**src/rtl/i2c_master_ctrl_if.sv**
```systemverilog
// Command and bus signals of the I2C master, grouped for the master/slave sides.
//
// Command handshake: a one-cycle start is accepted only while busy=0 (the
// address, rorw and write_data fields are latched on that edge); busy rises the
// following cycle and stays high until the single-cycle done pulse, during
// which busy is already low. A start while busy=1 is dropped, not queued.
interface i2c_master_ctrl_if #(
  parameter int ADDRESSLENGTH = 7,
  parameter int NBYTES        = 1
);
  logic                       start;
  logic [ADDRESSLENGTH-1:0]   address;
  logic                       rorw;
  logic [8*NBYTES-1:0]        write_data;
  logic [8*NBYTES-1:0]        read_data;
  logic                       busy;
  logic                       done;
  logic                       ack_err;
  logic                       scl;
  logic                       sda_oe;
  logic                       sda_in;
  logic                       scl_in;
  logic [3:0]                 dbg_state;

  modport master (
    input  start, address, rorw, write_data, sda_in, scl_in,
    output read_data, busy, done, ack_err, scl, sda_oe, dbg_state
  );

  modport slave (
    output start, address, rorw, write_data, sda_in, scl_in,
    input  read_data, busy, done, ack_err, scl, sda_oe, dbg_state
  );
endinterface

```
**src/rtl/i2c_master_ctrl.sv**
```systemverilog
// I2C master: one START / address+R/W / NBYTES data / STOP transaction per
// accepted start. Each bit is four quarters of CLKDIV clocks: SCL low in Q0-Q1
// (SDA changes at Q0), high in Q2-Q3 (SDA sampled on the last clock of Q2).
// Optional feature: define I2C_MASTER_CLKSTRETCH_EN to let a slave stretch SCL
// (the quarter counter holds in Q2 while scl_in is low).
module i2c_master_ctrl #(
  parameter int ADDRESSLENGTH = 7,
  parameter int NBYTES        = 1,
  parameter int CLKDIV        = 4
) (
  input logic             clk,
  input logic             rst,
  i2c_master_ctrl_if.master bus
);

  localparam int CW = $clog2(CLKDIV);
  localparam int IW = ($clog2(ADDRESSLENGTH + 1) > 3) ? $clog2(ADDRESSLENGTH + 1) : 3;
  localparam int BW = (NBYTES > 1) ? $clog2(NBYTES) : 1;

  typedef enum logic [3:0] {
    S_IDLE, S_START, S_ADDR, S_AACK, S_WDATA, S_WACK, S_RDATA, S_RACK, S_STOP, S_DONE
  } state_t;

  state_t                 state_q, state_d;
  logic [CW-1:0]          cnt;
  logic [1:0]             q;
  logic [IW-1:0]          bit_idx;
  logic [BW-1:0]          byte_idx;
  logic [ADDRESSLENGTH:0] addr_sh;     // {address, rorw}, MSB is the bit on the wire
  logic                   rorw_q;
  logic [8*NBYTES-1:0]    wdata_q;     // remaining write bytes, next byte in [7:0]
  logic [8*NBYTES-1:0]    rdata_q;
  logic [7:0]             byte_sh;     // byte being sent or received
  logic                   samp;        // SDA level sampled at the end of Q2
  logic                   ack_err_q, busy_q, done_q;
  logic                   active, hold, tick, q_end, bit_end, samp_pt, last_byte;
  logic                   scl_c, sda_oe_c;

  assign active = (state_q != S_IDLE) && (state_q != S_DONE);

`ifdef I2C_MASTER_CLKSTRETCH_EN
  assign hold = (q == 2'd2) && !bus.scl_in;
`else
  logic unused_scl_in;
  assign unused_scl_in = bus.scl_in;
  assign hold = 1'b0;
`endif

  assign tick      = active && !hold;
  assign q_end     = tick && (cnt == CW'(CLKDIV - 1));
  assign bit_end   = q_end && (q == 2'd3);
  assign samp_pt   = q_end && (q == 2'd2);
  assign last_byte = (byte_idx == BW'(NBYTES - 1));

  // State register; reset returns to IDLE, which releases SCL and SDA at once.
  always_ff @(posedge clk or posedge rst) begin
    if (rst) state_q <= S_IDLE;
    else     state_q <= state_d;
  end

  // Next state and bus levels decoded from state and quarter.
  always_comb begin
    state_d  = state_q;
    scl_c    = 1'b1;
    sda_oe_c = 1'b0;
    case (state_q)
      S_IDLE:  if (bus.start) state_d = S_START;
      S_START: begin
        scl_c    = (q != 2'd3);
        sda_oe_c = q[1];
        if (bit_end) state_d = S_ADDR;
      end
      S_ADDR: begin
        scl_c    = q[1];
        sda_oe_c = ~addr_sh[ADDRESSLENGTH];
        if (bit_end && bit_idx == IW'(ADDRESSLENGTH)) state_d = S_AACK;
      end
      S_AACK: begin
        scl_c = q[1];
        if (bit_end) state_d = samp ? S_STOP : (rorw_q ? S_RDATA : S_WDATA);
      end
      S_WDATA: begin
        scl_c    = q[1];
        sda_oe_c = ~byte_sh[7];
        if (bit_end && bit_idx == IW'(7)) state_d = S_WACK;
      end
      S_WACK: begin
        scl_c = q[1];
        if (bit_end) state_d = (samp || last_byte) ? S_STOP : S_WDATA;
      end
      S_RDATA: begin
        scl_c = q[1];
        if (bit_end && bit_idx == IW'(7)) state_d = S_RACK;
      end
      S_RACK: begin
        scl_c    = q[1];
        sda_oe_c = !last_byte;   // ACK all but the final byte
        if (bit_end) state_d = last_byte ? S_STOP : S_RDATA;
      end
      S_STOP: begin
        scl_c    = q[1];
        sda_oe_c = (q != 2'd3);
        if (bit_end) state_d = S_DONE;
      end
      S_DONE:  state_d = S_IDLE;
      default: state_d = S_IDLE;
    endcase
  end

  // Quarter timing, command latch, shift registers and status flags.
  always_ff @(posedge clk or posedge rst) begin
    if (rst) begin
      cnt       <= '0;
      q         <= 2'd0;
      bit_idx   <= '0;
      byte_idx  <= '0;
      addr_sh   <= '0;
      rorw_q    <= 1'b0;
      wdata_q   <= '0;
      rdata_q   <= '0;
      byte_sh   <= '0;
      samp      <= 1'b0;
      ack_err_q <= 1'b0;
      busy_q    <= 1'b0;
      done_q    <= 1'b0;
    end else begin
      done_q <= 1'b0;
      if (tick) begin
        cnt <= q_end ? '0 : cnt + CW'(1);
        if (q_end) q <= q + 2'd1;
      end
      if (state_q == S_IDLE && bus.start) begin
        addr_sh   <= {bus.address, bus.rorw};
        rorw_q    <= bus.rorw;
        wdata_q   <= bus.write_data;
        ack_err_q <= 1'b0;
        busy_q    <= 1'b1;
        byte_idx  <= '0;
        bit_idx   <= '0;
      end
      if (state_q == S_DONE) begin
        done_q <= 1'b1;
        busy_q <= 1'b0;
      end
      if (samp_pt) begin
        samp <= bus.sda_in;
        if (state_q == S_RDATA) byte_sh <= {byte_sh[6:0], bus.sda_in};
      end
      if (bit_end) begin
        bit_idx <= (state_d == state_q) ? bit_idx + IW'(1) : '0;
        if (state_q == S_ADDR)  addr_sh <= {addr_sh[ADDRESSLENGTH-1:0], 1'b0};
        if (state_q == S_WDATA) byte_sh <= {byte_sh[6:0], 1'b0};
        if (state_d == S_WDATA && state_q != S_WDATA) begin
          byte_sh <= wdata_q[7:0];
          wdata_q <= wdata_q >> 8;
        end
        if ((state_q == S_WACK && state_d == S_WDATA) ||
            (state_q == S_RACK && state_d == S_RDATA))
          byte_idx <= byte_idx + BW'(1);
        if ((state_q == S_AACK || state_q == S_WACK) && samp) ack_err_q <= 1'b1;
        if (state_q == S_RDATA && state_d == S_RACK) begin
          for (int i = 0; i < NBYTES; i++)
            if (byte_idx == BW'(i)) rdata_q[i*8 +: 8] <= byte_sh;
        end
      end
    end
  end

  assign bus.scl       = scl_c;
  assign bus.sda_oe    = sda_oe_c;
  assign bus.busy      = busy_q;
  assign bus.done      = done_q;
  assign bus.ack_err   = ack_err_q;
  assign bus.read_data = rdata_q;
  assign bus.dbg_state = state_q;

endmodule
```
**src/flat_wrapper.sv**
```systemverilog
// flat-port wrapper written by rule: the top's interface ports become plain ports
module i2c_master_ctrl_flat 
#(
  parameter int ADDRESSLENGTH = 7,
  parameter int NBYTES        = 1,
  parameter int CLKDIV        = 4
)
  (clk, rst, bus_start, bus_address, bus_rorw, bus_write_data, bus_sda_in, bus_scl_in, bus_read_data, bus_busy, bus_done, bus_ack_err, bus_scl, bus_sda_oe, bus_dbg_state);
  i2c_master_ctrl_if #(.ADDRESSLENGTH(ADDRESSLENGTH), .NBYTES(NBYTES)) bus_i ();
  input logic clk;
  input logic rst;
  input wire logic [$bits(bus_i.start)-1:0] bus_start;
  input wire logic [$bits(bus_i.address)-1:0] bus_address;
  input wire logic [$bits(bus_i.rorw)-1:0] bus_rorw;
  input wire logic [$bits(bus_i.write_data)-1:0] bus_write_data;
  input wire logic [$bits(bus_i.sda_in)-1:0] bus_sda_in;
  input wire logic [$bits(bus_i.scl_in)-1:0] bus_scl_in;
  output wire logic [$bits(bus_i.read_data)-1:0] bus_read_data;
  output wire logic [$bits(bus_i.busy)-1:0] bus_busy;
  output wire logic [$bits(bus_i.done)-1:0] bus_done;
  output wire logic [$bits(bus_i.ack_err)-1:0] bus_ack_err;
  output wire logic [$bits(bus_i.scl)-1:0] bus_scl;
  output wire logic [$bits(bus_i.sda_oe)-1:0] bus_sda_oe;
  output wire logic [$bits(bus_i.dbg_state)-1:0] bus_dbg_state;
  assign bus_i.start = bus_start;
  assign bus_i.address = bus_address;
  assign bus_i.rorw = bus_rorw;
  assign bus_i.write_data = bus_write_data;
  assign bus_i.sda_in = bus_sda_in;
  assign bus_i.scl_in = bus_scl_in;
  assign bus_read_data = bus_i.read_data;
  assign bus_busy = bus_i.busy;
  assign bus_done = bus_i.done;
  assign bus_ack_err = bus_i.ack_err;
  assign bus_scl = bus_i.scl;
  assign bus_sda_oe = bus_i.sda_oe;
  assign bus_dbg_state = bus_i.dbg_state;
  i2c_master_ctrl #(.ADDRESSLENGTH(ADDRESSLENGTH), .NBYTES(NBYTES), .CLKDIV(CLKDIV)) u_core (.clk(clk), .rst(rst), .bus(bus_i));
endmodule
```
**config.mk**
```make
export PLATFORM = sky130hd
export DESIGN_NAME = i2c_master_ctrl_flat
export DESIGN_NICKNAME = d
export VERILOG_FILES = /design/src/rtl/i2c_master_ctrl_if.sv /design/src/rtl/i2c_master_ctrl.sv /design/src/flat_wrapper.sv
export SDC_FILE = /design/constraint.sdc
export NUM_CORES = 1
export LEC_CHECK = 0
export BUFFER_PORTS_ARGS = -buffer_cell sky130_fd_sc_hd__buf_2
export CAP_MARGIN = 20
export CORE_MARGIN = 2
export CORE_UTILIZATION = 40
export DETAILED_ROUTE_END_ITERATION = 7
export PLACE_DENSITY = 0.55
export SLEW_MARGIN = 20
export SYNTH_ARGS = -nofsm -noshare
export SYNTH_HDL_FRONTEND = slang
export SYNTH_SLANG_ARGS = --single-unit
```
**constraint.sdc**
```tcl
create_clock -name clk -period 4 [get_ports clk]
set_clock_uncertainty 0.2 [all_clocks]
set_input_delay 0.8 -clock clk [delete_from_list [all_inputs] [get_ports clk]]
set_output_delay 0.8 -clock clk [all_outputs]
set_load 0.1 [all_outputs]
```
==> flow_summary.json <==
{
  "hpwlAfterDp_mm": 3.63,
  "synth.area.top_cells": "dfrtp_1 49%, nand2_1 6.2%, mux2_2 5.4%",
  "htreeDepth": 2,
  "grt_pass1_wl_mm": 9.11,
  "postCtsHoldBufs": 0,
  "crit_type": "flop to output pin",
  "ys_types": 45,
  "syn_area_per_cell_um2": 10.2,
  "p_comb_share_pct": 2.5,
  "globalplace.congestion": 0.830,
  "die_h_um": 83.4,
  "top_level_ports": 38,
  "grt_max_degree": 50,
  "synth_nets": 273,
  "synth_top_cell_by_area": "dfrtp_1",
  "core_mm2": 0.00603,
  "antenna_left": 0,
  "cts_resized": 0,
  "wire_per_inst_um": 14.7,
  "status": "finished, final reports clean",
  "yosysWarnings": 0,
  "synth_compound_area_share_pct": 12.9,
  "finalPower_uw": 815,
  "cts_tree": "built",
  "crit_required_ns": 3.00,
  "synth-async-reset-ratio_pct": 100,
  "synth.most_common_cell": "dfrtp_1",
  "path_cells": "o311ai_0 -> o21ai_0 -> o32ai_2 -> buf_2",
  "holdWs_ns": 0.285,
  "synthTopCellsByCount": "49 x dfrtp_1, 42 x nand2_1, 16 x a21oi_1",
  "synthSimpleGateAreaFrac_pct": 17.5,
  "clk_latency_ns": 0.30,
  "maxSlewHeadroom_pct": 43.3,
  "rsz0062_at_grt": "no",
  "die_w_um": 83.4,
  "antenna_found_initial": 0,
  "num_vias": 1835,
  "ys_seq_area_share_pct": 48.6,
  "synthCells": 247,
  "max_freq_mhz": 320,
  "cts.sinks": 49,
  "gr-total-overflow": 0,
  "nets": 305,
  "start_kind": "flop",
  "rows": 28,
  "ir_drop_v": 0.000199,
  "drc": 0,
  "p_sw_share_pct": 22.9,
  "synth_edf_count": 0,
  "power_switching_uw": 187,
  "worstHoldPathType": "flop to flop",
  "ys_ff_latch": 49,
  "synth_mux_area_share_pct": 13.3,
  "grt_pass1_vias": 1801,
  "path_max_fanout": 22,
  "tns_ns": 0,
  "synthFlopType": "dfrtp_1",
  "p_per_area_mw_per_mm2": 286,
  "synth_top_family_by_area": "simple AND/OR/NAND/NOR gates",
  "synthXorXnorAreaFrac_pct": 1.39,
  "path_buf_inv": 1,
  "root_buffer": "clkbuf_8",
  "finalHoldViolCount": 0,
  "die_area_mm2": 0.00696,
  "crit_family": "compound AO/OA/AOI/OAI gates",
  "synth_area_mm2": 0.00252,
  "post-cts-setup-buffer-count": 0,
  "antenna_cells": 0,
  "worst_slew_pin_slew_ns": 0.849,
  "areaGrowthSynthToFinish_pct": 12.8,
  "min_period_over_period_pct": 78.2,
  "critPathCaptureType": "output pin",
  "pwr-share-clk_pct": 36.6,
  "cts_buffers": 5,
  "drv_slew": 0,
  "p_int_uw": 628,
  "clockBufferDepth": 2,
  "via_per_inst": 5.17,
  "seqPwrFrac_pct": 60.9,
  "critical_path.max_stage_delay_ns": 0.62,
  "period_minus_slack_ns": 3.13,
  "leakage_nw": 1.29,
  "grt_usage_pct": 16.0,
  "dr.pass1.iters": 4,
  "drive_above_1_share_pct": 25.4,
  "synth_top_cell_area_share_pct": 48.6,
  "drt_iter0_markers": 171,
  "finalSetupViolCount": 0,
  "port_buffers": 36,
  "maxCapViolCount": 0,
  "postRouteWirelength_mm": 5.21,
  "clk_pin_slew_worst_paths_ns": 0.10,
  "critPathArrivalTime_ns": 2.13,
  "crit_path_top_delay_cell": "dfrtp_1",
  "start_util_pct": 41.9,
  "synthAdderAreaFrac_pct": 2.48
}
flip-flops by register name, summed over array words and instances (netlist names), 2 cells and up:
name and flops:
u_core.bus.read_data 8, u_core.byte_sh 8, u_core.wdata_q 8, u_core.bus.dbg_state 4, u_core.cnt 2, u_core.bit_idx 3
u_core.q 2, u_core.addr_sh 8
worst paths after layout:
| check | startpoint | endpoint | slack [ns] | depth (start not counted) |
|---|---|---|---|---|
| max in group asynchronous | rst | u_core.wdata_q[3] | 2.66 | 2 |
| setup / recovery | u_core.bus.dbg_state[0] | bus_sda_oe | 0.87 | 4 |
| min in group asynchronous | rst | u_core.rorw_q | 0.43 | 2 |
| setup reg to reg | u_core.q[1] | u_core.bus.read_data[4] | 1.14 | 6 |
| hold reg to reg | u_core.rorw_q | u_core.rorw_q | 0.29 | 2 |
| hold / removal | u_core.rorw_q | u_core.rorw_q | 0.29 | 2 |
metal layers:
metal	part of all wire (%)	wire length [um]	track usage (%)
met1	52	2710	24.6
met4	1.8	93	4.25
met2	43	2250	23.0
met5	0	0	0
met3	3.0	155	2.88
through the flow:
| step | util (%) | std cells | instance area, um^2 | worst slack [ns] |
|---|---|---|---|---|
| after detailed placement | 45.8 | 347 | 2760 | 1.17 |
| after CTS | 47.2 | 355 | 2850 | 0.868 |
| after floorplan | - | 247 | 2530 | 0.246 |
| after global placement | 45.8 | 347 | 2760 | 1.14 |
| final | 47.2 | 355 | 2850 | 0.870 |
| after global routing | 47.2 | 355 | 2850 | 0.719 |
cell type report:
| class | instances | area, um^2 |
|---|---|---|
| clock buffer | 6 | 72.6 |
| clock inverter | 2 | 13.8 |
| fill | 593 | 3180 |
| inverter | 12 | 46.3 |
| multi-input combinational | 174 | 1210 |
| sequential | 49 | 1230 |
| tap | 75 | 93.8 |
| timing repair buffer | 37 | 188 |
power by group through the flow:
stage | combinational [mW] | sequential (mW) | clock (mW)
6_report | 0.0205 | 0.496 | 0.298
4_1_cts | 0.0215 | 0.496 | 0.308
3_5_place_dp | 0.0215 | 0.506 | 0
2_1_floorplan | 0.00873 | 0.506 | 0
5_1_grt | 0.0242 | 0.496 | 0.329
3_3_place_gp | 0.0213 | 0.506 | 0
logic make-up after synthesis:
kind of cell | after synthesis
simple gates | 89
flops | 49
compound gates | 48
mux | 28
buf+inv | 24
fa+ha+maj | 5
xor+xnor | 4
layout by cell type, fill, tap and decap left out, types with 4 or more instances in the layout:
cell       n
a21oi_1   16
and3_1     5
buf_2     36
clkbuf_8   5
dfrtp_1   49
ha_1       5
inv_1     11
mux2_2    12
mux2_4     8
mux2i_1    8
nand2_1   42
nand2b_1   4
nand3_1    4
nor2_1    15
nor2b_1    4
o21ai_0    7
o221ai_1   7
tightest hold or removal path, delay by kind of cell (launching register included):
family	cells	cell delay [ns]
DFF	1	0.35
and+or+nand+nor	2	0.10
Power figures use the tool's default switching activity.
